[src/rtl/fpu_pkg.sv]
// Shared FPU datapath definitions: FSM states, extended-datapath widths, GRS bit positions.
// Latency: none (types and constants only).
// Backpressure: not applicable.
package fpu_pkg;

  typedef enum logic [2:0] {
    ST_IDLE,
    ST_ALIGN,
    ST_ADD,
    ST_NORM,
    ST_ROUND,
    ST_DONE
  } fsm_state_t;

  // Positions of guard/round/sticky at the bottom of the extended datapath
  // {carry, significand, G, R, S}.
  localparam int GRS_G = 2;
  localparam int GRS_R = 1;
  localparam int GRS_S = 0;

  // Extended datapath width: carry + significand + G/R/S.
  function automatic int ext_w(input int sig_w);
    return sig_w + 4;
  endfunction

  // Width of shift amounts and leading-zero counts over the extended datapath.
  function automatic int sh_w(input int sig_w);
    return $clog2(sig_w + 4);
  endfunction

endpackage

[src/rtl/fadd_sub_pipe_if.sv]
// Handshake bundle between the operand unpacker, fadd_sub_pipe and the result packer.
// Latency: none (wires only).
// Backpressure: valid/ready on both the request side and the result side.
// Modports: slave = the adder (consumes requests, produces results);
//           master = the environment (drives requests, consumes results).
interface fadd_sub_pipe_if #(
  parameter int EXP_W  = 8,
  parameter int FRAC_W = 23
);
  localparam int SIG_W = FRAC_W + 1;

  logic              faddsub_valid_i;
  logic              faddsub_ready_o;
  logic              faddsub_op_i;
  logic              faddsub_sign1_i;
  logic              faddsub_sign2_i;
  logic [EXP_W-1:0]  faddsub_exp1_i;
  logic [EXP_W-1:0]  faddsub_exp2_i;
  logic [SIG_W-1:0]  faddsub_scfnd1_i;
  logic [SIG_W-1:0]  faddsub_scfnd2_i;
  logic              faddsub_valid_o;
  logic              faddsub_ready_i;
  logic              faddsub_sign_o;
  logic [EXP_W-1:0]  faddsub_exp_o;
  logic [FRAC_W-1:0] faddsub_frac_o;
  logic [2:0]        faddsub_grs_o;
  logic              faddsub_ovf_o;
  logic              faddsub_zero_o;

  modport slave (
    input  faddsub_valid_i, faddsub_op_i, faddsub_sign1_i, faddsub_sign2_i,
           faddsub_exp1_i, faddsub_exp2_i, faddsub_scfnd1_i, faddsub_scfnd2_i,
           faddsub_ready_i,
    output faddsub_ready_o, faddsub_valid_o, faddsub_sign_o, faddsub_exp_o,
           faddsub_frac_o, faddsub_grs_o, faddsub_ovf_o, faddsub_zero_o
  );

  modport master (
    output faddsub_valid_i, faddsub_op_i, faddsub_sign1_i, faddsub_sign2_i,
           faddsub_exp1_i, faddsub_exp2_i, faddsub_scfnd1_i, faddsub_scfnd2_i,
           faddsub_ready_i,
    input  faddsub_ready_o, faddsub_valid_o, faddsub_sign_o, faddsub_exp_o,
           faddsub_frac_o, faddsub_grs_o, faddsub_ovf_o, faddsub_zero_o
  );

endinterface

[src/rtl/fpu_lzc.sv]
// Leading-zero counter with all-zero flag, shared by the add/sub and multiply normalisers.
// Latency: combinational.
// Backpressure: not applicable.
// Ports: din (W bits, MSB first), cnt (leading zeros, W when din is zero), all_zero.
module fpu_lzc #(
  parameter int W     = 27,
  parameter int CNT_W = $clog2(W + 1)
) (
  input  logic [W-1:0]     din,
  output logic [CNT_W-1:0] cnt,
  output logic             all_zero
);

  always_comb begin
    cnt      = CNT_W'(W);
    all_zero = (din == '0);
    // Scan upward so the highest set bit has the final say.
    for (int i = 0; i < W; i++) begin
      if (din[i]) cnt = CNT_W'(W - 1 - i);
    end
  end

endmodule

[src/rtl/fadd_sub_pipe.sv]
// Multi-cycle unpacked floating-point add/subtract (IDLE-ALIGN-ADD-NORM-[ROUND]-DONE), one op in flight.
// Latency: result valid in the 4th cycle after acceptance (5th with FADDSUB_ROUND_EN); issue interval latency+1.
// Backpressure: DONE holds registered outputs stable until ready; ready is low from ALIGN through DONE.
// Ports: fpu_clk, fpu_rst (synchronous, active-high), bus (fadd_sub_pipe_if.slave: request
//        operands/op with valid/ready, result sign/exp/frac/grs/ovf/zero with valid/ready).
// Option: define FADDSUB_ROUND_EN for in-block round-to-nearest-even (grs driven 0); otherwise
//         frac is truncated and grs carries the raw guard/round/sticky bits.
module fadd_sub_pipe
  import fpu_pkg::*;
#(
  parameter int EXP_W  = 8,
  parameter int FRAC_W = 23
) (
  input logic            fpu_clk,
  input logic            fpu_rst,
  fadd_sub_pipe_if.slave bus
);

  localparam int SIG_W = FRAC_W + 1;
  localparam int EXT_W = ext_w(SIG_W);
  localparam int SH_W  = sh_w(SIG_W);
  localparam logic [EXP_W-1:0] EXP_ONES = '1;

  fsm_state_t        state;
  logic              op_q, s1_q, s2_q;
  logic [EXP_W-1:0]  e1_q, e2_q;
  logic [SIG_W-1:0]  m1_q, m2_q;
  logic              sign_big_q, sign_small_q;
  logic [EXP_W-1:0]  exp_q;
  logic [EXT_W-1:0]  big_q, small_q, sum_q;

  logic              ready_q, res_valid, res_sign, res_ovf, res_zero;
  logic [EXP_W-1:0]  res_exp;
  logic [FRAC_W-1:0] res_frac;
  logic [2:0]        res_grs;

  // ---------------- alignment ----------------
  logic [EXP_W-1:0]   ee1, ee2, eb, es, dexp;
  logic [SIG_W-1:0]   mb, ms;
  logic               sb, ss;
  logic [SH_W-1:0]    dsh;
  logic [2*EXT_W-1:0] wide;
  logic [EXT_W-1:0]   a_big, a_small;

  always_comb begin
    // Subnormals live at the same scale as exponent 1.
    ee1 = (e1_q == '0) ? EXP_W'(1) : e1_q;
    ee2 = (e2_q == '0) ? EXP_W'(1) : e2_q;
    if ({ee1, m1_q} >= {ee2, m2_q}) begin
      eb = ee1; mb = m1_q; sb = s1_q;
      es = ee2; ms = m2_q; ss = s2_q ^ op_q;
    end else begin
      eb = ee2; mb = m2_q; sb = s2_q ^ op_q;
      es = ee1; ms = m1_q; ss = s1_q;
    end
    dexp = eb - es;
    // Beyond SIG_W+2 the whole significand already sits in sticky.
    dsh  = (32'(dexp) > 32'(SIG_W + 2)) ? SH_W'(SIG_W + 2) : SH_W'(dexp);
    // Shift into a double-width window; the lower half holds everything lost.
    wide    = {1'b0, ms, 3'b000, {EXT_W{1'b0}}} >> dsh;
    a_small = wide[2*EXT_W-1:EXT_W] | EXT_W'(|wide[EXT_W-1:0]);
    a_big   = {1'b0, mb, 3'b000};
  end

  // ---------------- magnitude add/subtract ----------------
  logic [EXT_W-1:0] sum_d;
  assign sum_d = (sign_big_q ^ sign_small_q) ? (big_q - small_q) : (big_q + small_q);

  // ---------------- normalisation ----------------
  logic [SH_W-1:0]  lz;
  logic             lz_zero;
  logic [EXT_W-1:0] n_ext;
  logic [EXP_W-1:0] n_exp;
  logic             n_sign, n_ovf, n_zero;

  fpu_lzc #(.W(EXT_W - 1), .CNT_W(SH_W)) u_lzc (
    .din      (sum_q[EXT_W-2:0]),
    .cnt      (lz),
    .all_zero (lz_zero)
  );

  always_comb begin
    n_ext  = sum_q;
    n_exp  = exp_q;
    n_sign = sign_big_q;
    n_ovf  = 1'b0;
    n_zero = 1'b0;
    if (sum_q[EXT_W-1]) begin
      // Carry out: fold the dropped bit into sticky.
      n_ext = {1'b0, sum_q[EXT_W-1:2], sum_q[1] | sum_q[0]};
      n_exp = exp_q + EXP_W'(1);
      if (n_exp == EXP_ONES) begin
        n_ovf = 1'b1;
        n_ext = '0;
      end
    end else if (lz_zero) begin
      n_zero = 1'b1;
      n_sign = 1'b0;
      n_exp  = '0;
      n_ext  = '0;
    end else if (32'(exp_q) > 32'(lz)) begin
      n_ext = sum_q << lz;
      n_exp = exp_q - EXP_W'(lz);
    end else begin
      // Not enough exponent range to normalise fully: result is subnormal.
      n_ext = sum_q << (exp_q - EXP_W'(1));
      n_exp = '0;
    end
  end

`ifdef FADDSUB_ROUND_EN
  // ---------------- round to nearest even ----------------
  logic             nrm_ovf, nrm_zero;
  logic [SIG_W-1:0] r_sig;
  logic [SIG_W:0]   r_sum;
  logic             r_inc, r_ovf;
  logic [EXP_W-1:0] r_exp;
  logic [FRAC_W-1:0] r_frac;

  always_comb begin
    r_sig  = sum_q[EXT_W-2:3];
    r_inc  = sum_q[GRS_G] & (sum_q[GRS_R] | sum_q[GRS_S] | r_sig[0]) & ~nrm_ovf;
    r_sum  = {1'b0, r_sig} + {{SIG_W{1'b0}}, r_inc};
    r_exp  = exp_q;
    r_frac = r_sum[FRAC_W-1:0];
    r_ovf  = nrm_ovf;
    if (r_sum[SIG_W]) begin
      r_exp  = exp_q + EXP_W'(1);
      r_frac = '0;
      if (r_exp == EXP_ONES) r_ovf = 1'b1;
    end else if (exp_q == '0 && r_sum[SIG_W-1]) begin
      // Subnormal rounded up into the smallest normal.
      r_exp = EXP_W'(1);
    end
  end
`endif

  // ---------------- control and registers ----------------
  always_ff @(posedge fpu_clk) begin
    if (fpu_rst) begin
      state     <= ST_IDLE;
      ready_q   <= 1'b1;
      res_valid <= 1'b0;
      res_sign  <= 1'b0;
      res_exp   <= '0;
      res_frac  <= '0;
      res_grs   <= '0;
      res_ovf   <= 1'b0;
      res_zero  <= 1'b0;
    end else begin
      case (state)
        ST_IDLE: begin
          if (bus.faddsub_valid_i) begin
            op_q    <= bus.faddsub_op_i;
            s1_q    <= bus.faddsub_sign1_i;
            s2_q    <= bus.faddsub_sign2_i;
            e1_q    <= bus.faddsub_exp1_i;
            e2_q    <= bus.faddsub_exp2_i;
            m1_q    <= bus.faddsub_scfnd1_i;
            m2_q    <= bus.faddsub_scfnd2_i;
            ready_q <= 1'b0;
            state   <= ST_ALIGN;
          end
        end
        ST_ALIGN: begin
          big_q        <= a_big;
          small_q      <= a_small;
          exp_q        <= eb;
          sign_big_q   <= sb;
          sign_small_q <= ss;
          state        <= ST_ADD;
        end
        ST_ADD: begin
          sum_q <= sum_d;
          state <= ST_NORM;
        end
        ST_NORM: begin
`ifdef FADDSUB_ROUND_EN
          sum_q      <= n_ext;
          exp_q      <= n_exp;
          sign_big_q <= n_sign;
          nrm_ovf    <= n_ovf;
          nrm_zero   <= n_zero;
          state      <= ST_ROUND;
`else
          res_sign  <= n_sign;
          res_exp   <= n_exp;
          res_frac  <= n_ext[EXT_W-3:3];
          res_grs   <= n_ext[2:0];
          res_ovf   <= n_ovf;
          res_zero  <= n_zero;
          res_valid <= 1'b1;
          state     <= ST_DONE;
`endif
        end
`ifdef FADDSUB_ROUND_EN
        ST_ROUND: begin
          res_sign  <= sign_big_q;
          res_exp   <= r_exp;
          res_frac  <= r_frac;
          res_grs   <= '0;
          res_ovf   <= r_ovf;
          res_zero  <= nrm_zero;
          res_valid <= 1'b1;
          state     <= ST_DONE;
        end
`endif
        ST_DONE: begin
          if (bus.faddsub_ready_i) begin
            res_valid <= 1'b0;
            res_sign  <= 1'b0;
            res_exp   <= '0;
            res_frac  <= '0;
            res_grs   <= '0;
            res_ovf   <= 1'b0;
            res_zero  <= 1'b0;
            ready_q   <= 1'b1;
            state     <= ST_IDLE;
          end
        end
        default: begin
          ready_q <= 1'b1;
          state   <= ST_IDLE;
        end
      endcase
    end
  end

  assign bus.faddsub_ready_o = ready_q;
  assign bus.faddsub_valid_o = res_valid;
  assign bus.faddsub_sign_o  = res_sign;
  assign bus.faddsub_exp_o   = res_exp;
  assign bus.faddsub_frac_o  = res_frac;
  assign bus.faddsub_grs_o   = res_grs;
  assign bus.faddsub_ovf_o   = res_ovf;
  assign bus.faddsub_zero_o  = res_zero;

endmodule
[src/flat_wrapper.sv]
// flat-port wrapper written by rule: the top's interface ports become plain ports
module fadd_sub_pipe_flat import fpu_pkg::*;
#(
  parameter int EXP_W  = 8,
  parameter int FRAC_W = 23
)
  (fpu_clk, fpu_rst, bus_faddsub_valid_i, bus_faddsub_op_i, bus_faddsub_sign1_i, bus_faddsub_sign2_i, bus_faddsub_exp1_i, bus_faddsub_exp2_i, bus_faddsub_scfnd1_i, bus_faddsub_scfnd2_i, bus_faddsub_ready_i, bus_faddsub_ready_o, bus_faddsub_valid_o, bus_faddsub_sign_o, bus_faddsub_exp_o, bus_faddsub_frac_o, bus_faddsub_grs_o, bus_faddsub_ovf_o, bus_faddsub_zero_o);
  fadd_sub_pipe_if #(.EXP_W(EXP_W), .FRAC_W(FRAC_W)) bus_i ();
  input logic fpu_clk;
  input logic fpu_rst;
  input wire logic [$bits(bus_i.faddsub_valid_i)-1:0] bus_faddsub_valid_i;
  input wire logic [$bits(bus_i.faddsub_op_i)-1:0] bus_faddsub_op_i;
  input wire logic [$bits(bus_i.faddsub_sign1_i)-1:0] bus_faddsub_sign1_i;
  input wire logic [$bits(bus_i.faddsub_sign2_i)-1:0] bus_faddsub_sign2_i;
  input wire logic [$bits(bus_i.faddsub_exp1_i)-1:0] bus_faddsub_exp1_i;
  input wire logic [$bits(bus_i.faddsub_exp2_i)-1:0] bus_faddsub_exp2_i;
  input wire logic [$bits(bus_i.faddsub_scfnd1_i)-1:0] bus_faddsub_scfnd1_i;
  input wire logic [$bits(bus_i.faddsub_scfnd2_i)-1:0] bus_faddsub_scfnd2_i;
  input wire logic [$bits(bus_i.faddsub_ready_i)-1:0] bus_faddsub_ready_i;
  output wire logic [$bits(bus_i.faddsub_ready_o)-1:0] bus_faddsub_ready_o;
  output wire logic [$bits(bus_i.faddsub_valid_o)-1:0] bus_faddsub_valid_o;
  output wire logic [$bits(bus_i.faddsub_sign_o)-1:0] bus_faddsub_sign_o;
  output wire logic [$bits(bus_i.faddsub_exp_o)-1:0] bus_faddsub_exp_o;
  output wire logic [$bits(bus_i.faddsub_frac_o)-1:0] bus_faddsub_frac_o;
  output wire logic [$bits(bus_i.faddsub_grs_o)-1:0] bus_faddsub_grs_o;
  output wire logic [$bits(bus_i.faddsub_ovf_o)-1:0] bus_faddsub_ovf_o;
  output wire logic [$bits(bus_i.faddsub_zero_o)-1:0] bus_faddsub_zero_o;
  assign bus_i.faddsub_valid_i = bus_faddsub_valid_i;
  assign bus_i.faddsub_op_i = bus_faddsub_op_i;
  assign bus_i.faddsub_sign1_i = bus_faddsub_sign1_i;
  assign bus_i.faddsub_sign2_i = bus_faddsub_sign2_i;
  assign bus_i.faddsub_exp1_i = bus_faddsub_exp1_i;
  assign bus_i.faddsub_exp2_i = bus_faddsub_exp2_i;
  assign bus_i.faddsub_scfnd1_i = bus_faddsub_scfnd1_i;
  assign bus_i.faddsub_scfnd2_i = bus_faddsub_scfnd2_i;
  assign bus_i.faddsub_ready_i = bus_faddsub_ready_i;
  assign bus_faddsub_ready_o = bus_i.faddsub_ready_o;
  assign bus_faddsub_valid_o = bus_i.faddsub_valid_o;
  assign bus_faddsub_sign_o = bus_i.faddsub_sign_o;
  assign bus_faddsub_exp_o = bus_i.faddsub_exp_o;
  assign bus_faddsub_frac_o = bus_i.faddsub_frac_o;
  assign bus_faddsub_grs_o = bus_i.faddsub_grs_o;
  assign bus_faddsub_ovf_o = bus_i.faddsub_ovf_o;
  assign bus_faddsub_zero_o = bus_i.faddsub_zero_o;
  fadd_sub_pipe #(.EXP_W(EXP_W), .FRAC_W(FRAC_W)) u_core (.fpu_clk(fpu_clk), .fpu_rst(fpu_rst), .bus(bus_i));
endmodule
[config.mk]
export PLATFORM = sky130hd
export DESIGN_NAME = fadd_sub_pipe_flat
export DESIGN_NICKNAME = d
export VERILOG_FILES = /design/src/rtl/fpu_pkg.sv /design/src/rtl/fadd_sub_pipe_if.sv /design/src/rtl/fpu_lzc.sv /design/src/rtl/fadd_sub_pipe.sv /design/src/flat_wrapper.sv
export SDC_FILE = /design/constraint.sdc
export NUM_CORES = 1
export LEC_CHECK = 0
export ABC_AREA = 1
export BUFFER_PORTS_ARGS = -buffer_cell sky130_fd_sc_hd__buf_2
export CAP_MARGIN = 0
export CORE_MARGIN = 4
export CORE_UTILIZATION = 25
export DETAILED_ROUTE_END_ITERATION = 7
export SYNTH_ARGS = -nofsm -noshare
export SYNTH_HDL_FRONTEND = slang
export SYNTH_SLANG_ARGS = --single-unit
[constraint.sdc]
create_clock -name fpu_clk -period 4.6 [get_ports fpu_clk]
set_input_delay 0 -clock fpu_clk [delete_from_list [all_inputs] [get_ports fpu_clk]]
set_output_delay 0 -clock fpu_clk [all_outputs]
set_load 0.03 [all_outputs]
-- Yosys cells after proc, flatten, opt, wreduce, memory -nomap -nowiden
Index checks and enable logic that the tools add are counted.
- bitwise operators: 6
- shift-type cells: 3
- reductions and logical operators: 13
- magnitude comparators: 3
- eq/ne operators: 7
- add/sub/neg operators: 6
- mux-type cells: 66
- operator list (kind ; count):
    $mux 5 ; 27
    $mux 26 ; 4
    $mux 8 ; 8
    $shr 55x5->56 ; 1
    $mux 24 ; 2
    $pmux 23 s2 ; 1
    $ge 32x32->1 ; 1
    $add 27x28->28 ; 1
    $mux 28 ; 1
    $or 28x1->28 ; 1
    $reduce_or 28->1 ; 1
    $shl 28x5->26 ; 1
    $shl 28x8->26 ; 1
    $sub 27x28->28 ; 1
    $logic_not 27->1 ; 1
    $mux 23 ; 1
    $logic_not 8->1 ; 2
    $pmux 8 s2 ; 1
    $pmux 3 s5 ; 1
    $mux 1 ; 12
    $add 8x1->8 const B ; 1
    $eq 8x8->1 const B ; 1
    $gt 8x5->1 ; 1
    $gt 8x5->1 const B ; 1
    19 further kinds ; 31
- flip-flop bits (word level): 199
- logic and storage cells: 126
- input bits: 71
- output and inout port bits: 39

-- Depth between registers and ports, before layout
- depth after elaboration: 32
- mapped depth: 50
- gate-level depth less buffers: 49

-- By module
From an unflattened synthesis, not the netlist that was laid out.
- cell total of the unflattened synthesis: 2025
- area, all modules: 14599.0 um2
- by module, submodules not included (module ; area an instance (um2) ; times used ; cells an instance):
    fadd_sub_pipe ; 14237.4 ; 1 ; 1938
    fpu_lzc ; 361.6 ; 1 ; 87

-- Least setup slack after synthesis
OpenSTA, ideal clock, no wires.
- path kind: register to register
- from: reg u_core.sum_q[2]
- to: reg u_core.res_frac[5] (netlist: u_core.bus.faddsub_frac_o[5])
- required time: 4.468 ns
- arrival time: 4.245 ns
- path slack: 0.223 ns
- clock period less this slack: 4.377 ns
- stages on the path, launching flop included: 47
- cell sequence: edfxtp_1 -> inv_1 -> nand2_1 -> nand2_1 -> nand2_1 -> nand2_1 -> nand2_1 -> nand2_1 -> nand2_1 -> nand2_1 -> nand2_1 -> nand2_1 -> nand2_1 -> nand2_1 -> nand2_1 -> nand2_1 -> nand2_1 -> nand2_1 -> (+11 left out) -> a21oi_1 -> o21ai_0 -> nand2_1 -> nand2_1 -> o21ai_0 -> nand2_1 -> or2_2 -> o21ai_1 -> inv_2 -> buf_1 -> nand3_1 -> nand3_1 -> nand2_1 -> nand2_1 -> nand3_1 -> nand2_1 -> o21ai_0 -> a21oi_1
- cells in the longest elaborated chain, start to end: 30
- elaborated cells between the ends (all ways): 33
- those cells by class: order compare: 1; shift: 2; mux: 29; reduce/logical: 1
- ends and longest elaborated chain (element ; line ; source):
    start: declaration ; fadd_sub_pipe.sv:30 ; logic [EXT_W-1:0] big_q, small_q, sum_q;
    start signal: assignment ; fadd_sub_pipe.sv:174 ; sum_q <= sum_d;
    $mux 5 (25 in series) ; fpu_lzc.sv:19 ; if (din[i]) cnt = CNT_W'(W - 1 - i);
    $gt 8x5->1 / $shl 28x5->26 (equally long branches) ; fadd_sub_pipe.sv:101, fadd_sub_pipe.sv:102 ;
    $mux 26 ; fadd_sub_pipe.sv:101 ; end else if (32'(exp_q) > 32'(lz)) begin
    $mux 26 * ; fadd_sub_pipe.sv:96 ; end else if (lz_zero) begin
    $mux 26 * ; fadd_sub_pipe.sv:88 ; if (sum_q[EXT_W-1]) begin
    $pmux 23 s2 * ; fadd_sub_pipe.sv:151 ; case (state)
    end signal: assignment ; fadd_sub_pipe.sv:188 ; res_frac <= n_ext[EXT_W-3:3];
    end: declaration ; fadd_sub_pipe.sv:34 ; logic [FRAC_W-1:0] res_frac;
Mark *: on every way between the ends. The rest lies on a longest branch, timed or not.
A chain may end at the register's enable or synchronous reset.

-- Final worst setup path
- from: reg u_core.e2_q[6]
- to: reg u_core.small_q[0] (data pin)
- cells in the longest elaborated chain, start to end: 10
- elaborated cells between the ends (all ways): 12
- those cells by class: add/sub: 1; order compare: 2; shift: 1; mux: 5; bitwise: 1; reduce/logical: 2
- ends and longest elaborated chain (element ; line ; source):
    start: declaration ; fadd_sub_pipe.sv:26 ; logic [EXP_W-1:0] e1_q, e2_q;
    start signal: assignment ; fadd_sub_pipe.sv:158 ; e2_q <= bus.faddsub_exp2_i;
    $logic_not 8->1 ; fadd_sub_pipe.sv:48 ; ee2 = (e2_q == '0) ? EXP_W'(1) : e2_q;
    $mux 8 * ; fadd_sub_pipe.sv:48 ;
    $ge 32x32->1 ; fadd_sub_pipe.sv:49 ; if ({ee1, m1_q} >= {ee2, m2_q}) begin
    $mux 8 ; fadd_sub_pipe.sv:49 ;
    $sub 8x8->8 ; fadd_sub_pipe.sv:56 ; dexp = eb - es;
    $gt 8x5->1 ; fadd_sub_pipe.sv:58 ; dsh = (32'(dexp) > 32'(SIG_W + 2)) ? SH_W'(SIG_W + 2) : SH_W'(dexp);
    $mux 5 ; fadd_sub_pipe.sv:58 ;
    $shr 55x5->56 * ; fadd_sub_pipe.sv:60 ; wide = {1'b0, ms, 3'b000, {EXT_W{1'b0}}} >> dsh;
    $reduce_or 28->1 ; fadd_sub_pipe.sv:61 ; a_small = wide[2*EXT_W-1:EXT_W] | EXT_W'(|wide[EXT_W-1:0]);
    $or 28x1->28 * ; fadd_sub_pipe.sv:61 ;
    named net u_core.a_small[0] ; fadd_sub_pipe.sv:43 ; logic [EXT_W-1:0] a_big, a_small;
    end signal: assignment ; fadd_sub_pipe.sv:167 ; small_q <= a_small;
    end: declaration ; fadd_sub_pipe.sv:30 ;
The timed path passes the listed nets; every way through them passes the cells marked *.

==> flow_summary.yaml <==
critical_path:
  crit_buf_inv: 2
  path_class: "flop to flop"
  r2r_cells: 29
  cp.required_ns: 4.82
  cp-end-kind: "flop"
  regToRegEndpoint: "u_core.small_q[0]$_DFFE_PP_"
  max_stage_delay_ns: 0.41
  critical_path_arrival_ns: 5.09
  cp_top_family: "simple AND/OR/NAND/NOR gates"
  cp-start-kind: "flop"
  rr_startpoint: "u_core.e2_q[6]$_DFFE_PP_"
  critPathMaxFanout: 27
  crit_path_top_delay_cell: "edfxtp_1"
  crit_path_frequent_cell: "nand2_1"
  reg2reg_slack_ns: -0.28
floorplanning:
  fp.dieW_um: 249.4
  die_y_um: 249.4
  initial_core_util_pct: 25.24
  dieArea_um2: 62180
  core_area_um2: 57700
  rows: 88
  pin_count: 110
power:
  finalPower_mw: 6.896
  vdd_drop_max_v: 0.0002987
  leakage_nw: 9.034
  p_per_area_nw_per_um2: 335.8
cts:
  htree_levels: 4
  clkTransAtPathRegs_ns: 0.08
  clock-sinks: 198
  cts_tree: "built"
  numCtsBuffers: 17
  cts.path.max_buffers: 2
  clkLatencyLatePin_ns: 0.46
  root_buffer: "clkbuf_16"
synth:
  async_flop_share_pct: 0
  synth_common_cells: "nand2_1, nand3_1, inv_1"
  synth-main-ff-cell: "edfxtp_1"
  syn_avg_cell_area_um2: 7.245
  syn_area_um2: 14560
  synthDistinctLibCells: 49
  yosys.area_share.simple_pct: 31.67
  synth.area.top_cells: "edfxtp_1, nand2_1, nand3_1"
  yosysWarnings: 0
  synth_seq_area_share_pct: 37.94
  synth_most_common_cell: "nand2_1"
  synth_fa_ha_area_share_pct: 8.008
  synth_top_area_share_pct: 32.17
  synth-compound-area-share_pct: 11.34
  synth.area.mux_share_pct: 0.06873
  syn_inst: 2010
  mappedNetlistNets: 2173
  yosysTopAreaCell: "edfxtp_1"
  synth_edf_count: 156
  synth_seq_cells: 198
  synth_top_family_by_area: "simple AND/OR/NAND/NOR gates"
  synth_xor_area_share_pct: 2.397
cells_and_area:
  nFillCells: 5948
  postLayoutCellArea_um2: 20530
  finalNetCount: 2432
  antenna_cells: 0
  area_growth_syn_to_layout_pct: 41.01
  drive_gt1_share_pct: 30.50
worst_hold_path:
  hp-class: "primary input to flop"
  min_path_cells: 2
  worstHoldEndpoint: "u_core.state[1]$_SDFFE_PP0P_"
  holdCritStartpoint: "fpu_rst"
placement:
  dpl_cell_area_um2: 16490
  place_congestion: 0.9553
  detailed_place_hpwl_um: 33280
  port_buffers: 109
sta:
  hold_viol: 0
  fin_skew_ns: 0.01399
  max_freq_mhz: 205.1
  rsz0062_at_grt: "yes"
  worst_slew_pin_slew_ns: 1.089
  min_period_ns: 4.877
  period_share_pct: 106.0
  slew_headroom_pct: 26.92
  setup-violations-final: 19
  drv_slew: 0
  fin_ws_ns: -0.2766
route:
  drc: 0
  wl_per_cell_um: 15.30
  drt_iter0_markers: 965
  dr.pass1.iters: 7
  vias: 14580
  routed_wirelength_um: 46630
  via_per_inst: 4.785
  antenna_left: 0
outcome:
  violations: "negative setup slack"
  status: "finished with violations"
flow_run:
  drv_cap: 0
grt:
  grt_max_degree: 97
  antenna_found_initial: 1
  grtUsageTotal_pct: 13.61
  grt_pass1_vias: 13119
  grt_first_pass_wirelength_um: 69370
  overflow: 0
## worst max-delay path by stage
stage                              startpoint                                        end  slack (ns)  cells after the start
CTS                  u_core.e2_q[2]$_DFFE_PP_                u_core.small_q[0]$_DFFE_PP_       -0.21                     32
global route         u_core.e2_q[6]$_DFFE_PP_                u_core.small_q[0]$_DFFE_PP_       -0.63                     32
detailed placement   u_core.e2_q[5]$_DFFE_PP_                u_core.small_q[0]$_DFFE_PP_       -0.53                     31
finish               u_core.e2_q[6]$_DFFE_PP_                u_core.small_q[0]$_DFFE_PP_       -0.28                     29
global placement     u_core.e2_q[5]$_DFFE_PP_                u_core.small_q[0]$_DFFE_PP_       -0.53                     31
floorplan           u_core.sum_q[2]$_DFFE_PP_  u_core.bus.faddsub_frac_o[5]$_SDFFE_PP0P_        0.22                     46
## repair_timing
| action | 4_1_cts | 5_1_grt |
|---|---|---|
| cloned | 3 | 5 |
| endpoints found under the hold margin | 70 | 0 |
| pin swaps | 30 | 143 |
| setup endpoints to repair | 52 | 54 |
| gates resized for setup | 91 | 471 |
| setup buffers | 14 | 41 |
| hold buffers | 69 | 0 |
## worst reg2reg max path: cells and delay by family (launching register included)
family / cells / cell delay [ns]
flip-flops: 1 / 0.41
AND/OR/NAND/NOR: 23 / 2.97
AO/OA/AOI/OAI: 2 / 0.30
buffers and inverters: 2 / 0.26
adder cells (fa/ha/maj): 2 / 0.67
## sequential cells by signal, indices dropped and copies added (netlist names), 3 cells and up
signal and count:
u_core.bus.faddsub_grs_o 3, u_core.exp_q 8, u_core.big_q 24, u_core.m1_q 24, u_core.e2_q 8, u_core.bus.faddsub_exp_o 8, u_core.e1_q 8, u_core.small_q 27
u_core.bus.faddsub_frac_o 23, u_core.state 3, u_core.sum_q 28, u_core.m2_q 24
## metrics by stage
stage	setup TNS (ns)	setup WS (ns)	util [%]	cells	hold slack, ns
after floorplan	0	0.2230	-	2010	0.09887
after global placement	-8.231	-0.5329	28.58	2884	0.1761
after detailed placement	-9.078	-0.5260	28.58	2884	0.1781
after CTS	-0.6865	-0.2072	31.66	3002	0.1522
after global routing	-16.81	-0.6291	35.59	3047	0.2127
final	-2.540	-0.2766	35.59	3047	0.1720
## logic make-up (layout without fill, tap and decap cells)
family / after synthesis / after routing
XOR/XNOR: 39 / 39
flip-flops: 198 / 198
AO/OA/AOI/OAI: 305 / 305
AND/OR/NAND/NOR: 1064 / 1065
adder cells (fa/ha/maj): 92 / 92
multiplexers: 1 / 1
buffers and inverters: 311 / 582
## cell type report
cell class                 instances  area, µm²  share of cell area [%]
tap                              765      957.2                   4.661
sequential                       198       5525                   26.91
clock inverter                    14      120.1                  0.5849
inverter                         218      835.8                   4.070
timing repair buffer             332       2885                   14.05
clock buffer                      18      429.2                   2.090
multi-input combinational       1502       9782                   47.64
## per-layer routing
metal / wire [µm] / vias to the layer above / global-route usage, %
li1: - / 7282 / -
met3: 2961 / 133 / 2.861
met4: 1454 / 2 / 3.395
met2: 21430 / 517 / 22.17
met5: 13 / - / 0
met1: 20770 / 6646 / 18.48
## cell usage in the layout (no fill, tap or decap), types with 42 or more instances in the layout
cell type | Yosys | layout
edfxtp_1 | 156 | 156
nand3_2 | 7 | 125
ha_1 | 90 | 87
nand3_1 | 287 | 135
o21ai_0 | 139 | 97
buf_4 | 6 | 95
nor2_1 | 108 | 84
buf_2 | 11 | 109
dfxtp_1 | 42 | 42
inv_1 | 207 | 194
nand2_1 | 577 | 452
a21oi_1 | 105 | 90
nand2_2 | 2 | 96
dlygate4sd3_1 | 0 | 69
## report_power, final
part           switching [mW]  internal [mW]  total [mW]
Sequential             0.0918           2.17        2.26
Clock                   0.727          0.707        1.43
Combinational            1.99           1.21        3.20
Total                    2.81           4.09        6.90
Power figures use the tool's default switching activity.
